<file path="config.mk">
export PLATFORM = sky130hd
export DESIGN_NAME = pipe_ctrl
export DESIGN_NICKNAME = d
export VERILOG_FILES = /design/src/rtl/pipe_ctrl_pkg.sv /design/src/rtl/pipe_ctrl_sat.sv /design/src/rtl/pipe_ctrl.sv
export SDC_FILE = /design/constraint.sdc
export NUM_CORES = 1
export LEC_CHECK = 0
export CAP_MARGIN = 20
export CELL_PAD_IN_SITES_DETAIL_PLACEMENT = 0
export CELL_PAD_IN_SITES_GLOBAL_PLACEMENT = 2
export CORE_UTILIZATION = 24
export CTS_CLUSTER_SIZE = 28
export DETAILED_ROUTE_END_ITERATION = 10
export MAX_ROUTING_LAYER = met4
export PLACE_DENSITY_LB_ADDON = 0.1
export SYNTH_ARGS = -nofsm -noshare
export SYNTH_HDL_FRONTEND = slang
export SYNTH_SLANG_ARGS = --single-unit
</file>
<file path="constraint.sdc">
create_clock -name clk -period 4.9 [get_ports clk]
set_input_delay 0.98 -clock clk [delete_from_list [all_inputs] [get_ports clk]]
set_output_delay 0.98 -clock clk [all_outputs]
set_load 0.05 [all_outputs]
</file>
<file path="src/rtl/pipe_ctrl_pkg.sv">
// Shared constants for the pipeline control unit: exception codes,
// stall vector patterns, FSM encoding and the redirect-target helper.
package pipe_ctrl_pkg;

    // Exception type codes as committed by MEM
    localparam logic [31:0] EXC_INT      = 32'h0000_0001;
    localparam logic [31:0] EXC_SYSCALL  = 32'h0000_0008;
    localparam logic [31:0] EXC_BREAK    = 32'h0000_0009;
    localparam logic [31:0] EXC_INVALID  = 32'h0000_000a;
    localparam logic [31:0] EXC_OVERFLOW = 32'h0000_000c;
    localparam logic [31:0] EXC_TRAP     = 32'h0000_000d;
    localparam logic [31:0] EXC_ERET     = 32'h0000_000e;

    // Stall vectors: bit0 PC ... bit5 WB, 1 = stop
    localparam logic [5:0] STALL_NONE = 6'b000000;
    localparam logic [5:0] STALL_MEM  = 6'b011111;
    localparam logic [5:0] STALL_EX   = 6'b001111;
    localparam logic [5:0] STALL_ID   = 6'b000111;

    typedef enum logic [1:0] {
        ST_RUN     = 2'd0,
        ST_STALL   = 2'd1,
        ST_FLUSHED = 2'd2
    } state_e;

    // Redirect target for an accepted exception; unknown codes go to the
    // synchronous exception handler.
    function automatic logic [31:0] redirect_pc(input logic [31:0] etype,
                                                input logic [31:0] epc,
                                                input logic [31:0] exc_vec,
                                                input logic [31:0] int_vec);
        logic [31:0] pc;
        case (etype)
            EXC_INT:  pc = int_vec;
            EXC_ERET: pc = epc;
            EXC_SYSCALL, EXC_BREAK, EXC_INVALID,
            EXC_OVERFLOW, EXC_TRAP: pc = exc_vec;
            default:  pc = exc_vec;
        endcase
        return pc;
    endfunction

endpackage

</file>
<file path="src/rtl/pipe_ctrl_sat.sv">
// Saturating up-counter with synchronous clear; clear wins over increment.
module sat_counter #(
    parameter int WIDTH = 16
) (
    input  logic             clk,
    input  logic             rst,
    input  logic             inc_i,
    input  logic             clr_i,
    output logic [WIDTH-1:0] cnt_o
);

    logic [WIDTH-1:0] cnt_q;
    logic [WIDTH-1:0] cnt_d;

    // Next count: hold at all-ones once reached
    always_comb begin
        cnt_d = cnt_q;
        if (clr_i)
            cnt_d = '0;
        else if (inc_i && (cnt_q != {WIDTH{1'b1}}))
            cnt_d = cnt_q + 1'b1;
    end

    // Count register with synchronous reset
    always_ff @(posedge clk) begin
        if (rst) cnt_q <= '0;
        else     cnt_q <= cnt_d;
    end

    assign cnt_o = cnt_q;

endmodule

</file>
<file path="src/rtl/pipe_ctrl.sv">
// Pipeline control: stall vector / flush / redirect generation for the
// 5-stage core, plus stall & flush statistics and a stall-run watchdog.
module pipe_ctrl
    import pipe_ctrl_pkg::*;
#(
    parameter int          WDOG_LIMIT = 1024,
    parameter logic [31:0] EXC_VECTOR = 32'h0000_0040,
    parameter logic [31:0] INT_VECTOR = 32'h0000_0020
) (
    input  logic        clk,
    input  logic        rst,
    input  logic        stallreq_from_if,
    input  logic        stallreq_from_id,
    input  logic        stallreq_from_ex,
    input  logic        stallreq_from_mem,
    input  logic [31:0] excepttype_i,
    input  logic [31:0] cp0_epc_i,
    input  logic        clr_cnt_i,
    output logic [5:0]  stall,
    output logic        flush,
    output logic [31:0] new_pc,
    output logic [31:0] stall_cycles_o,
    output logic [15:0] flush_count_o,
    output logic        watchdog_o
);

    // Run counter must be able to hold WDOG_LIMIT without saturating first
    localparam int RUN_W = ($clog2(WDOG_LIMIT + 1) > 11) ? $clog2(WDOG_LIMIT + 1) : 11;

    state_e           state_q, state_d;
    logic             exc_accept;
    logic             stall_any;
    logic [RUN_W-1:0] run_cnt;
    logic             watchdog_q, watchdog_d;

    // Output decode and next state; an exception in FLUSHED is a stale MEM
    // value from the instruction that already redirected, so it is ignored.
    always_comb begin
        stall      = STALL_NONE;
        flush      = 1'b0;
        new_pc     = '0;
        exc_accept = 1'b0;
        state_d    = state_q;
        if (!rst) begin
            exc_accept = (excepttype_i != '0) && (state_q != ST_FLUSHED);
            if (exc_accept) begin
                flush  = 1'b1;
                new_pc = redirect_pc(excepttype_i, cp0_epc_i, EXC_VECTOR, INT_VECTOR);
            end else if (stallreq_from_mem) begin
                stall = STALL_MEM;
            end else if (stallreq_from_ex) begin
                stall = STALL_EX;
            end else if (stallreq_from_id || stallreq_from_if) begin
                stall = STALL_ID;
            end
            case (state_q)
                ST_RUN:     state_d = exc_accept ? ST_FLUSHED : ((stall != '0) ? ST_STALL : ST_RUN);
                ST_STALL:   state_d = exc_accept ? ST_FLUSHED : ((stall == '0) ? ST_RUN : ST_STALL);
                ST_FLUSHED: state_d = (stall != '0) ? ST_STALL : ST_RUN;
                default:    state_d = ST_RUN;
            endcase
        end
    end

    assign stall_any = (stall != '0);

    // FSM state register
    always_ff @(posedge clk) begin
        if (rst) state_q <= ST_RUN;
        else     state_q <= state_d;
    end

    // Watchdog latches on the edge where the stall run reaches the limit
    always_comb begin
        watchdog_d = watchdog_q;
        if (stall_any && (run_cnt >= RUN_W'(WDOG_LIMIT - 1)))
            watchdog_d = 1'b1;
    end

    // Sticky watchdog flag, cleared only by reset
    always_ff @(posedge clk) begin
        if (rst) watchdog_q <= 1'b0;
        else     watchdog_q <= watchdog_d;
    end

    assign watchdog_o = watchdog_q;

    sat_counter #(.WIDTH(32)) u_stall_cnt (
        .clk   (clk),
        .rst   (rst),
        .inc_i (stall_any),
        .clr_i (clr_cnt_i),
        .cnt_o (stall_cycles_o)
    );

    sat_counter #(.WIDTH(16)) u_flush_cnt (
        .clk   (clk),
        .rst   (rst),
        .inc_i (flush),
        .clr_i (clr_cnt_i),
        .cnt_o (flush_count_o)
    );

    sat_counter #(.WIDTH(RUN_W)) u_run_cnt (
        .clk   (clk),
        .rst   (rst),
        .inc_i (stall_any),
        .clr_i (!stall_any || flush),
        .cnt_o (run_cnt)
    );

endmodule

</file>
## Word-level counts from Yosys, hierarchy flattened

Cells that the tools add are included.

- Multiplexer cells: 16
- Reductions and logical operators: 15
- Magnitude comparators: 1
- Eq/ne operators: 8
- $add $sub $neg: 3

Operators by type and width:

| kind | count |
|---|---|
| 32-bit two-way mux | 2 |
| 32-bit one-hot mux with 2 select lines | 1 |
| 32-bit by 1-bit adder with 32-bit output (second input constant) | 1 |
| 32-bit by 1-bit equality test with 1-bit output (second input constant) | 1 |
| 32-bit by 4-bit equality test with 1-bit output (second input constant) | 1 |
| 32-bit != test (second input constant) | 1 |
| 32-bit nonzero test | 1 |
| 16-bit by 1-bit adder with 16-bit output (second input constant) | 1 |
| 16-bit != test (second input constant) | 1 |
| 6-bit two-way mux | 2 |
| 6-bit nonzero test | 2 |
| 11-bit by 1-bit adder with 11-bit output (second input constant) | 1 |
| 11-bit by 10-bit >= comparator with 1-bit output (second input constant) | 1 |
| 11-bit != test (second input constant) | 1 |
| 5-bit two-way mux | 2 |
| 6-bit logical NOT | 1 |
| 2-bit one-hot mux with 3 select lines | 1 |
| 1-bit logical AND | 5 |
| 1-bit two-way mux | 4 |
| 2-bit two-way mux | 2 |
| 4-bit two-way mux | 1 |
| 2-bit OR reduction | 2 |
| 3-bit two-way mux | 1 |
| 2-bit by 1-bit equality test with 1-bit output (second input constant) | 1 |
| 5 further kinds | 6 |

- Input bits: 71
- Register bits: 62

## Logic depth before layout (Yosys ltp)

- Word-level depth: 11
- Depth in mapped cells: 9
- Mapped depth without buffers: 7

## Modules after synthesis

From an unflattened synthesis, not the netlist that was laid out.

- Cells, all modules: 453
- Area total of the unflattened synthesis: 3,769.9 um^2

By module, submodules not included:

| module | sequential area each (um^2) | times used | cells each | area an instance (um^2) |
|---|---|---|---|---|
| sat_counter (u_stall_cnt) | 640.6 | 1 | 198 | 1,620.3 |
| sat_counter (u_flush_cnt) | 320.3 | 1 | 102 | 917.1 |
| sat_counter (u_run_cnt) | 220.2 | 1 | 70 | 626.9 |
| pipe_ctrl | 60.1 | 1 | 83 | 605.6 |

## Least setup slack after synthesis

Ideal clock, no wire load.

- Path type: in2out
- Start: in excepttype_i[18]
- End: out new_pc[5]
- Required time: 3.920 ns
- Data arrival time: 3.168 ns
- Buffers on the path: 0
- Cell stages on the path: 4
- Path slack: 0.752 ns
- Cells stage by stage: nor4_1 > and4_1 > nand4_1 > nor4_1

- Longest elaborated chain between the ends: 4
- Elaborated cells between the ends (all ways): 7

RTL lines:

| element | line | text |
|---|---|---|
| start, declared | pipe_ctrl.sv:16 | `input logic [31:0] excepttype_i,` |
| 32-bit by 4-bit equality test with 1-bit output, or another cell as far along | pipe_ctrl_pkg.sv:33 | `case (etype)` |
| 32-bit one-hot mux with 2 select lines or 1-bit logical AND (tied branches) | pipe_ctrl_pkg.sv:33, pipe_ctrl.sv:45 |  |
| 32-bit two-way mux * | pipe_ctrl.sv:46 | `if (exc_accept) begin` |
| 32-bit two-way mux * | pipe_ctrl.sv:44 | `if (!rst) begin` |
| end, declared | pipe_ctrl.sv:21 | `output logic [31:0] new_pc,` |

Every way passes the cells marked *; elsewhere a longest branch is shown, timed or not.

## Final worst setup path

- Start: in excepttype_i[17]
- End: out new_pc[5]

The elaborated chain is that of the path after synthesis.

==> results.md <==
Die:
- For this configuration, the core starts out at a cell density of 0.249.
- The die is 120 um wide.
- After floorplanning, the core was divided into 42 placement rows.
- The number of top-level design ports is 159.
- The die is 120 um tall.
- The core region is 13400 um^2.
- The die outline area is 14400 um^2.

Final layout:
- The repair_antennas step left the layout with diodes totalling 0.
- Measured on the finished design, the core utilization comes to 0.417.
- The share of cells above drive strength 1 is 0.108.
- The number of filler instances in the final layout is 1380.
- The area used by multi-input combinational logic is 1960 um^2.
- For this run, the post-layout net count is 650.
- Compared with the post-synthesis result, the final layout area differs by 67.5%.
- Summing all flip-flop and latch instances after layout gives 1240 um^2.

STA:
- The maximum operating frequency is 227 MHz.
- Setup repair after global routing left no endpoint under its margin.
- The total count of max-transition violations in the final report was 0.
- The final hold violation count is 0.
- In the final timing run, aggregate negative setup slack is 0 ns.
- The worst hold-check slack is 0.430 ns.
- The actual transition at the worst max-transition pin is 0.943 ns.
- The total of endpoints with negative setup slack in the final report is 0.
- The final setup skew is 0.00640 ns.
- The worst path in the final design needs a cycle of 4.41 ns, including I/O delays and setup.
- Headroom to the max-slew limit came out at 0.372.
- Of the available clock period, the critical path in the final layout requires 0.901.

Clocking:
- In this run, post-CTS repair resized a total of 0 instances.
- For the worst-skew pair, the clock arrives at the later sink with an insertion delay of 0.32 ns.
- For this design, the CTS-stage hold fixing added 0 buffers.
- The longest clock path from root to sink contains 2 buffers.
- The clock sink count is 62.
- The buffers inserted during post-CTS setup optimization is 0.
- The H-tree depth reported by CTS is 3.
- The TritonCTS clock tree is yes.
- The register clock-pin slew on the reported worst setup and hold paths is 0.05 ns.
- The number of clock buffers inserted by TritonCTS is 9.
- The root buffer cell is sky130_fd_sc_hd__clkbuf_16.

Setup path:
- At the worst endpoint, the required time is 3.92 ns.
- In this run the worst path has a maximum fanout of 4.
- STA classifies the critical path startpoint as an input pin.
- Walking the worst path, the cells encountered are clkdlybuf4s50_1 > nor4_1 > and4_1 > nand4_1 > nor4_1 > clkdlybuf4s50_1.
- The worst setup path is of the input pin to output pin kind.
- The worst setup path is captured at an output pin.
- The critical path's slowest cell is sky130_fd_sc_hd__clkdlybuf4s50_1.
- The highest cell delay on the worst timing path is 0.85 ns.
- STA puts the critical path data arrival time at 3.43 ns.

Logic synthesis:
- The flip-flop and latch count after synthesis is 62.
- The cell type with the largest total area after synthesis is sky130_fd_sc_hd__dfxtp_1.
- The number of enable-type register cells in the synthesized netlist is 0.
- The number of library cell types mapped by synthesis is 45.
- After technology mapping, the gate count stands at 422.
- The synthesized netlist net count is 496.
- After synthesis, the share of flip-flops with an asynchronous set or reset is 0.
- After synthesis, the cell types taking the most area are sky130_fd_sc_hd__dfxtp_1 (37%), sky130_fd_sc_hd__and2_1 (5.8%), sky130_fd_sc_hd__nor2_1 (5.4%).
- Among all flip-flop cells after synthesis, the most frequent one is sky130_fd_sc_hd__dfxtp_1.
- The area fraction of the dominant cell type after synthesis is 0.372.
- In this run the mean area of a mapped cell was 7.92 um^2.
- The Yosys step of the flow raised 0 warnings.
- The proportion of synthesized chip area in sequential cells is 0.372.
- The mapped cell area is 3340 um^2.

Global route:
- The global-route wire length before repair is 18400 um.
- The largest net degree at the start of global routing is 48.
- The total overflow reported by the global router is 0.
- Across every metal layer, demand over resource in global routing totals 0.168.
- The number of antenna violations at the first check in global routing was 0.
- The most congested layer reported by global routing is met2.
- In the global route stage, met3 resource usage came out at 0.0390.
- For this run, global-route usage on met2 was measured as 0.277.
- For met1 alone, demand over resource in global routing was 0.205.
- The number of global-route vias before repair was 3378.

Placed design:
- The wire-length estimate of the detail-placed layout is 8920 um.
- Buffers placed on the I/O ports in this run total 157.
- Routability-driven placement finished with a final weighted congestion of 0.817.

Drt:
- For this run, the detailed router's first-pass iteration total came to 4.
- The detail-routed net length per standard cell is 15.2 um.
- Across all layers, the routed design uses 3603 vias.
- After detailed routing, the total wire length is 11500 um.
- The detailed router finished its first iteration with 214 violations.
- The residual antenna-violating net count after detailed routing is 0.
- The via-per-instance ratio is 4.76.
- For this run, design rule violations remaining after detail routing come to 0.

Pwr:
- The areal power density over the cells is 215 nW/um^2.
- The overall power after layout is 1.20 mW.
- The worst-case IR drop observed on VDD is 0.139 mV.
- Summed over all cells, the static leakage comes to 1.87 nW.

Flow run:
- The number of maximum-capacitance constraint violations is 0.

Status:
- The flow ran to the end, and the final reports show no timing, DRC or antenna violations.

Min path:
- The worst hold path belongs to the class flip-flop to flip-flop.
[logic make-up (layout without fill, tap and decap cells)]
kind of cell / count (synthesis) / after routing / share of synthesized area
simple gates: 234 / 234 / 0.389
compound gates: 63 / 63 / 0.108
flops: 62 / 62 / 0.372
buf+inv: 30 / 189 / 0.0427
xor+xnor: 28 / 28 / 0.0734
fa+ha+maj: 3 / 3 / 0.0112
other cells: 1 / 1 / 0.00112
mux: 1 / 1 / 0.00300
[metal layers]
layer  part of all wire  vias to the layer above
li1                   -                     1825
met1               0.45                     1698
met2               0.51                       74
met3              0.032                        6
met4             0.0089                        0
met5                  0                        -
[cells in the final DEF (no fill, tap or decap), types with 12 or more instances in the layout]
cell	count
sky130_fd_sc_hd__xnor2_1	12
sky130_fd_sc_hd__dfxtp_1	62
sky130_fd_sc_hd__nor3_1	12
sky130_fd_sc_hd__xor2_1	16
sky130_fd_sc_hd__a21oi_1	28
sky130_fd_sc_hd__and2_1	31
sky130_fd_sc_hd__nand3_1	23
sky130_fd_sc_hd__nor4_1	12
sky130_fd_sc_hd__o21ai_0	19
sky130_fd_sc_hd__clkdlybuf4s50_1	122
sky130_fd_sc_hd__nand4_1	23
sky130_fd_sc_hd__nand2_1	29
sky130_fd_sc_hd__or3_1	19
sky130_fd_sc_hd__nor2_1	48
sky130_fd_sc_hd__buf_4	13
sky130_fd_sc_hd__buf_12	27
[through the flow]
| step | std cells | setup slack, ns | area (um^2) |
|---|---|---|---|
| after detailed placement | 741 | 0.489 | 5330 |
| after floorplan | 422 | 0.752 | 3340 |
| after global routing | 757 | 0.320 | 5590 |
| after CTS | 757 | 0.477 | 5590 |
| after global placement | 741 | 0.535 | 5330 |
| final | 757 | 0.486 | 5590 |
[Yosys cell counts (all sizes together) (10+ instances only)]
cell    number
nor2        49
a21oi       28
xnor2       12
dfxtp       62
nand2       29
nand3       24
and2        31
o21ai       19
xor2        16
or3         19
clkbuf      10
nor4        14
nor3        12
nand4       24
inv         10
[cell type report]
type	instances	share of cell area
repair buffers	162	0.332
multi-input cells	330	0.351
well taps	176	0.0394
clock inverters	4	0.00403
clock buffers	12	0.0441
flip-flops and latches	62	0.222
inverters	11	0.00738
[report_power, final]
group	switching, mW	internal [mW]
Sequential	0.00249	0.507
Combinational	0.0525	0.0675
Clock	0.222	0.353
[sequential cells by signal (all words and copies together), names as in the netlist]
register,flops
u_stall_cnt.cnt_o,32
u_flush_cnt.cnt_o,16
u_run_cnt.cnt_o,11
state_q,2
watchdog_o,1
[worst max-delay path, delay by kind of cell]
| kind | cells | cell delay, ns |
|---|---|---|
| and+or+nand+nor | 4 | 1.19 |
| buffers and inverters | 2 | 1.25 |
[worst paths after layout]
check	start	end	slack [ns]	cells past startpoint
worst max-delay path	excepttype_i[17]	new_pc[5]	0.49	6
worst min-delay path	state_q[0]	state_q[0]	0.43	1
worst max register to register	u_stall_cnt.cnt_o[13]	u_stall_cnt.cnt_o[27]	2.50	6
worst min register to register	state_q[0]	state_q[0]	0.43	1
No activity file was read; power rests on OpenSTA's default activity.
